[src/rtl/mem_port_arbiter.sv]
// Single-port memory arbiter between instruction fetch and data access.
// Screens data requests for misalignment and illegal funct3 before they reach
// memory. A starvation counter guarantees that fetch eventually gets the port.
module mem_port_arbiter #(
    parameter int unsigned ADDR_W     = 8,
    parameter int unsigned MAX_STREAK = 3
) (
    input  logic              clk,
    input  logic              rst,
    // instruction fetch requester
    input  logic              if_req,
    input  logic [ADDR_W-1:0] if_addr,
    output logic              if_ready,
    output logic [31:0]       if_rdata,
    output logic              if_rvalid,
    // data requester
    input  logic              d_req,
    input  logic              d_we,
    input  logic [2:0]        d_f3,
    input  logic [ADDR_W-1:0] d_addr,
    input  logic [31:0]       d_wdata,
    output logic              d_ready,
    output logic [31:0]       d_rdata,
    output logic              d_rvalid,
    output logic              d_fault,
    // memory port
    output logic              mem_read,
    output logic              mem_write,
    output logic [2:0]        mem_f3,
    output logic [ADDR_W-1:0] mem_addr,
    output logic [31:0]       mem_wdata,
    input  logic [31:0]       mem_rdata
);

    localparam logic [3:0] MaxStreak = 4'(MAX_STREAK);

    logic        d_legal;
    logic        d_faulting;
    logic        starved;
    logic        grant_d;
    logic        grant_if;
    logic [3:0]  streak_q, streak_d;
    logic [31:0] if_rdata_q, d_rdata_q;
    logic        if_rvalid_q, d_rvalid_q, d_fault_q;

    // Legality of the presented data request: funct3 class plus natural alignment.
    always_comb begin
        d_legal = 1'b0;
        unique case (d_f3)
            3'b000:  d_legal = 1'b1;
            3'b001:  d_legal = ~d_addr[0];
            3'b010:  d_legal = (d_addr[1:0] == 2'b00);
            3'b100:  d_legal = ~d_we;
            3'b101:  d_legal = ~d_we & ~d_addr[0];
            default: d_legal = 1'b0;
        endcase
    end

    // Grant selection: a faulting data request is consumed without using the port,
    // so fetch may take it in the same cycle.
    always_comb begin
        d_faulting = d_req & ~d_legal;
        starved    = if_req & (streak_q == MaxStreak);
        grant_d    = d_req & ~d_faulting & ~starved;
        grant_if   = if_req & ~grant_d;
        if_ready   = grant_if;
        d_ready    = d_faulting | grant_d;
    end

    // Memory port drive from the granted requester; idle port is all zeros.
    always_comb begin
        mem_read  = 1'b0;
        mem_write = 1'b0;
        mem_f3    = 3'b000;
        mem_addr  = '0;
        mem_wdata = 32'h0;
        if (grant_d) begin
            mem_f3   = d_f3;
            mem_addr = d_addr;
            if (d_we) begin
                mem_write = 1'b1;
                mem_wdata = d_wdata;
            end else begin
                mem_read = 1'b1;
            end
        end else if (grant_if) begin
            mem_read = 1'b1;
            mem_f3   = 3'b010;
            mem_addr = if_addr;
        end
    end

    // Starvation counter next state: counts denied fetch cycles, saturating.
    always_comb begin
        streak_d = streak_q;
        if (!if_req || grant_if) begin
            streak_d = 4'd0;
        end else if (streak_q < MaxStreak) begin
            streak_d = streak_q + 4'd1;
        end
    end

    // Starvation counter register.
    always_ff @(posedge clk or posedge rst) begin
        if (rst) begin
            streak_q <= 4'd0;
        end else begin
            streak_q <= streak_d;
        end
    end

    // Response pulses: one cycle after the granting (or faulting) edge.
    always_ff @(posedge clk or posedge rst) begin
        if (rst) begin
            if_rvalid_q <= 1'b0;
            d_rvalid_q  <= 1'b0;
            d_fault_q   <= 1'b0;
        end else begin
            if_rvalid_q <= grant_if;
            d_rvalid_q  <= grant_d & ~d_we;
            d_fault_q   <= d_faulting;
        end
    end

    // Read data capture at the grant edge; held until the next capture.
    always_ff @(posedge clk or posedge rst) begin
        if (rst) begin
            if_rdata_q <= 32'h0;
            d_rdata_q  <= 32'h0;
        end else begin
            if (grant_if) begin
                if_rdata_q <= mem_rdata;
            end
            if (grant_d && !d_we) begin
                d_rdata_q <= mem_rdata;
            end
        end
    end

    assign if_rdata  = if_rdata_q;
    assign if_rvalid = if_rvalid_q;
    assign d_rdata   = d_rdata_q;
    assign d_rvalid  = d_rvalid_q;
    assign d_fault   = d_fault_q;

endmodule

[config.mk]
export PLATFORM = sky130hd
export DESIGN_NAME = mem_port_arbiter
export DESIGN_NICKNAME = d
export VERILOG_FILES = /design/src/rtl/mem_port_arbiter.sv
export SDC_FILE = /design/constraint.sdc
export NUM_CORES = 1
export LEC_CHECK = 0
export CAP_MARGIN = 30
export CORE_AREA = 2 2 92 94
export DETAILED_ROUTE_END_ITERATION = 8
export DIE_AREA = 0 0 94 96
export PLACE_DENSITY = 0.83
export RECOVER_POWER = 100
export SETUP_SLACK_MARGIN = 0.2
export SYNTH_ARGS = -nofsm -noshare
export SYNTH_HDL_FRONTEND = slang
export SYNTH_SLANG_ARGS = --single-unit
[constraint.sdc]
create_clock -name clk -period 4.2 [get_ports clk]
set_input_delay 0.84 -clock clk [delete_from_list [all_inputs] [get_ports clk]]
set_output_delay 0.84 -clock clk [all_outputs]
set_load 0.01 [all_outputs]
# --- Word-level counts from Yosys, hierarchy flattened ---
# Cells that the tools add are included.
# W data, S select, Z words.
op_classes:
  n_lt_le_gt_ge: 1
  reduce_logical: 7
  n_addsub: 1
  n_bitwise: 14
  muxes: 14
  eq_ne: 5
ops:
  columns: ["cell", "n"]
  rows:
  - ["$mux W32", 2]
  - ["$mux W8", 2]
  - ["$mux W4", 2]
  - ["$and A1 B1 Y1", 7]
  - ["$eq A3 B3 Y1 const B", 2]
  - ["$not A1 Y1", 6]
  - ["$mux W1", 5]
  - ["$pmux W1 S5", 1]
  - ["$add A4 B1 Y4 const B", 1]
  - ["$eq A4 B2 Y1 const B", 1]
  - ["$lt A4 B2 Y1 const B", 1]
  - ["$eq A3 B1 Y1 const B", 1]
  - ["$eq A3 B2 Y1 const B", 1]
  - ["$logic_not A3 Y1", 1]
  - ["$mux W3", 1]
  - ["$logic_not A1 Y1", 2]
  - ["$logic_not A2 Y1", 1]
  - ["$mux W2", 1]
  - ["$reduce_bool A2 Y1", 1]
  - ["$logic_and A1 B1 Y1", 1]
  - ["$logic_or A1 B1 Y1", 1]
  - ["$or A1 B1 Y1", 1]
totals:
  regBits: 71
  word_cells: 48
  out_inout_bits: 114
  in_bits: 88

# --- Logic depth before layout (Yosys ltp) ---
logic_depth:
  ltp_word: 12
  depth_mapped: 7
  mapped_depth_nobuf: 6

# --- Worst setup path after synthesis ---
# No wires, ideal clock.
synth_timing:
  path_type: "in2out"
  startpoint: "input d_f3[0]"
  endpoint: "output mem_f3[1]"
  arrival_ns: 2.259
  required_ns: 3.360
  slack_ns: 1.101
  stages: 6
  n_path_buf: 2
  cell_sequence: "or4_4 -> a211oi_4 -> nand2b_1 -> buf_4 -> buf_6 -> nand2_1"
synth_between:
  elab_chain_cells: 11
  word_cells_on_any_way: 15
  cone_classes: "4 x eq/ne; 3 x mux; 7 x bitwise; 1 x reduce/logical"
synth_lines:
  columns: ["item", "line", "rtl"]
  rows:
  - ["from (decl)", "19", "input logic [2:0] d_f3,"]
  - ["$eq A3 B3 Y1 (tied with other cells)", "49", "unique case (d_f3)"]
  - ["$pmux W1 S5 (*)", "49", null]
  - ["$not A1 Y1 (*)", "62", "d_faulting = d_req & ~d_legal;"]
  - ["$and A1 B1 Y1 (*)", "62", null]
  - ["$not A1 Y1 (*)", "64", "grant_d = d_req & ~d_faulting & ~starved;"]
  - ["$and A1 B1 Y1 (*) (2 in a row)", "64", null]
  - ["$not A1 Y1", "65", "grant_if = if_req & ~grant_d;"]
  - ["$and A1 B1 Y1", "65", null]
  - ["$mux W2", "86", "end else if (grant_if) begin"]
  - ["$mux W3 (*)", "77", "if (grant_d) begin"]
  - ["to (decl)", "29", "output logic [2:0] mem_f3,"]
# Every way passes the cells marked *; elsewhere a longest branch is shown, timed or not.

# --- Final worst setup path ---
layout_timing:
  startpoint: "input d_f3[0]"
  endpoint: "output mem_wdata[26]"
layout_between:
  elab_chain_cells: 8
  word_cells_on_any_way: 12
  cone_classes: "4 x eq/ne; 2 x mux; 5 x bitwise; 1 x reduce/logical"
layout_lines:
  columns: ["item", "line", "rtl"]
  rows:
  - ["$eq A3 B3 Y1 (tied with other cells)", "49", null]
  - ["$pmux W1 S5 (*)", "49", null]
  - ["$not A1 Y1 (*)", "62", null]
  - ["$and A1 B1 Y1 (*)", "62", null]
  - ["$not A1 Y1 (*)", "64", null]
  - ["$and A1 B1 Y1 (*) (2 in a row)", "64", null]
  - ["$mux W32 (*)", "77", null]
  - ["to (decl)", "31", "output logic [31:0] mem_wdata,"]
# Marks and branches as above.

==> reports/qor.yml <==
timing:
  clock-skew-final_ns: 0.0138
  holdWs_ns: 0.486
  final-setup-viol-count: 0
  fin_crit_sh: 0.964
  layout_min_cycle_time_ns: 4.05
  relSlewSlack: 0.0727
  slew_violations: 0
  fin_setup_tns_ns: 0
  rsz0062_at_grt: "no"
  fmax_ghz: 0.247
  worst_slew_pin_slew_ns: 1.39
  finalHoldViolations: 0
clock_tree:
  clock_path_buffers: 2
  cts_tree: "built"
  cts_root_buf: "clkbuf_8"
  htree_levels: 3
  clkTransAtPathRegs_ns: 0.07
  cts_made_buffers: 9
  clock_sinks: 71
  clk-insertion-delay-late_ns: 0.34
floorplan:
  die_y_um: 96
  fp.dieW_um: 94
  core_um2: 8050
  num_io_pins: 202
  dieArea_um2: 9020
  fp-row-count: 33
  initial_core_util: 0.383
grt:
  antenna_found_initial: 0
  use_met2: 0.321
  first_global_vias: 2535
  use_met3: 0.0486
  overflow: 0
  busiest_layer: "met2"
  track_usage: 0.187
  grt_start_max_net_pins: 38
  grt_pass1_wl_um: 12900
  grt_use_met1: 0.236
flow_run:
  max_cap_violations: 0
synthesis:
  synth_edf_count: 0
  ys_async_sr_fraction: 1.00
  yosysSeqAreaShare: 0.576
  synth.most_common_cell: "dfrtp_1"
  ys.flop_type: "dfrtp_1"
  synth_warnings: 0
  synth-seq-cells: 71
  synth_fp_nets: 324
  yosysTopAreaCellShare: 0.576
  syn_area_per_cell_um2: 13.1
  yosys-top-cells-count: "dfrtp_1 (71), mux2_2 (37), and3_1 (32)"
  ys_top_cells_by_area: "dfrtp_1 (58%), mux2_2 (14%), mux2_1 (9.9%)"
  ys_types: 25
  synth_area_um2: 3080
  synth_cells: 235
  synth_largest_area_cell: "dfrtp_1"
place:
  placed_area_um2: 5190
  dpl.cell_count: 533
  numPortBuffers: 201
  dp_hpwl_um: 6830
  gp_congestion: 0.703
drt:
  dr_total_vias: 2634
  dr.pass1.iters: 4
  vias_per_cell: 4.78
  post_drt_wl_per_cell_um: 16.0
  routed_wl_um: 8840
  post-route-drc-count: 0
  antenna_left: 0
  drt-initial-drc-count: 64
finish:
  multi_input_area_um2: 1190
  drive_gt1_frac: 0.141
  fillers: 631
  fin_cells: 551
  regArea_um2: 1780
  diodes: 0
  fin_nets: 530
  final_area_um2: 5370
  area_growth_pct: 74.3
worst_setup_path:
  max_stage_delay_ns: 0.61
  crit_arrival_ns: 3.21
  critPathBufInv: 4
  regToRegSetupSlack_ns: 0.94
  path_cells: "clkdlybuf4s50_1 -> or4_1 -> a211oi_4 -> buf_4 -> clkbuf_16 -> and3_1 -> dlygate4sd3_1"
  crit_fanout: 16
  crit_family: "buffers and inverters"
  cp_data_required_time_ns: 3.36
  end_kind: "output pin"
  critPathSlowestCell: "dlygate4sd3_1"
  crit_type: "in -> out"
  cp-start-kind: "input pin"
power_and_ir_drop:
  irDropWorstVdd_uv: 202
  leakagePower_uw: 0.00242
  power_density_nw_per_um2: 359
  total_power_uw: 1930
hold_path:
  hold_path.class: "reg -> reg"
run_status:
  outcome: "completed"
## power breakdown
| group | total [µW] | internal, µW | leakage [µW] | switching (µW) |
|---|---|---|---|---|
| registers | 856 | 802 | 0.000850 | 53.8 |
| logic | 571 | 347 | 0.00147 | 224 |
| clock network | 503 | 238 | 0.0000935 | 266 |
## area by class of cell
cell class | instances | share of cell area
multi-input cells | 144 | 0.222
well taps | 105 | 0.0245
repair buffers | 211 | 0.385
clock buffers | 10 | 0.0256
clock inverters | 6 | 0.00955
flip-flops and latches | 71 | 0.331
inverters | 4 | 0.00279
## worst paths after layout
kind | cells after the start | startpoint | to
max | 7 | d_f3[0] | mem_wdata[26]
min | 1 | if_rdata[5]$_DFFE_PP0N_ | if_rdata[5]$_DFFE_PP0N_
max reg2reg | 9 | streak_q[0]$_DFFE_PP0P_ | d_rdata[7]$_DFFE_PP0P_
min reg2reg | 1 | if_rdata[5]$_DFFE_PP0N_ | if_rdata[5]$_DFFE_PP0N_
max in group asynchronous | 3 | rst | if_rdata[7]$_DFFE_PP0N_
min in group asynchronous | 2 | rst | d_rdata[26]$_DFFE_PP0P_
## repair_timing
action | CTS | global route
setup buffers | 0 | 1
gates cloned | 0 | 1
pin swaps | 0 | 1
resized for setup | 1 | 15
endpoints found under the setup margin | 11 | 45
hold buffers | 0 | 0
## sequential cells by signal, indices dropped and copies added, names as in the netlist
| name | flops |
|---|---|
| d_fault | 1 |
| if_rvalid | 1 |
| streak_q | 4 |
| if_rdata | 32 |
| d_rdata | 32 |
| d_rvalid | 1 |
## per-layer routing
metal,up-vias,part of all wire
met5,-,0
met4,0,0.0086
met3,5,0.055
met2,97,0.52
met1,1286,0.42
li1,1246,-
## layout by cell type, fill, tap and decap left out
cell             netlist  routed
mux2i_1                1       1
ha_1                   1       1
clkinv_4               0       3
and2_1                 3       3
xnor2_1                1       1
clkdlybuf4s25_1        0       4
nand2b_2               0       1
o21ai_0                8       8
dfrtp_1               71      71
clkbuf_1               9      10
buf_4                  1       3
inv_1                  3       4
dlygate4sd3_1          0      84
nor2_1                 3       3
buf_8                  0       1
clkbuf_2               0       1
inv_6                  0       2
nor3_1                 1       1
a211oi_4               1       1
buf_12                 0       1
nand2b_1               2       1
and4bb_2               1       1
clkbuf_16              0       1
clkdlybuf4s50_1        0     106
and3_1                32      32
a21oi_1                1       1
or4_1                  0       1
mux2_1                27      27
clkbuf_8               0      10
and4_1                 2       2
mux2_2                37      37
clkinvlp_4             0       1
nand2_1               21      21
a221o_1                1       1
## per-stage QoR
stage / util / setup WS, ns
2_1_floorplan: - / 1.10
3_3_place_gp: 0.645 / 0.202
3_5_place_dp: 0.645 / 0.139
4_1_cts: 0.669 / 0.192
5_1_grt: 0.667 / 0.101
6_report: 0.667 / 0.153
## cells by family after synthesis
family	count (synthesis)	synth area share
simple gates	66	0.119
fa+ha+maj	1	0.00406
xor+xnor	1	0.00284
flops	71	0.576
buf+inv	20	0.0361
mux	65	0.237
compound gates	11	0.0244
Note: power is estimated with default switching activity, not from simulation.
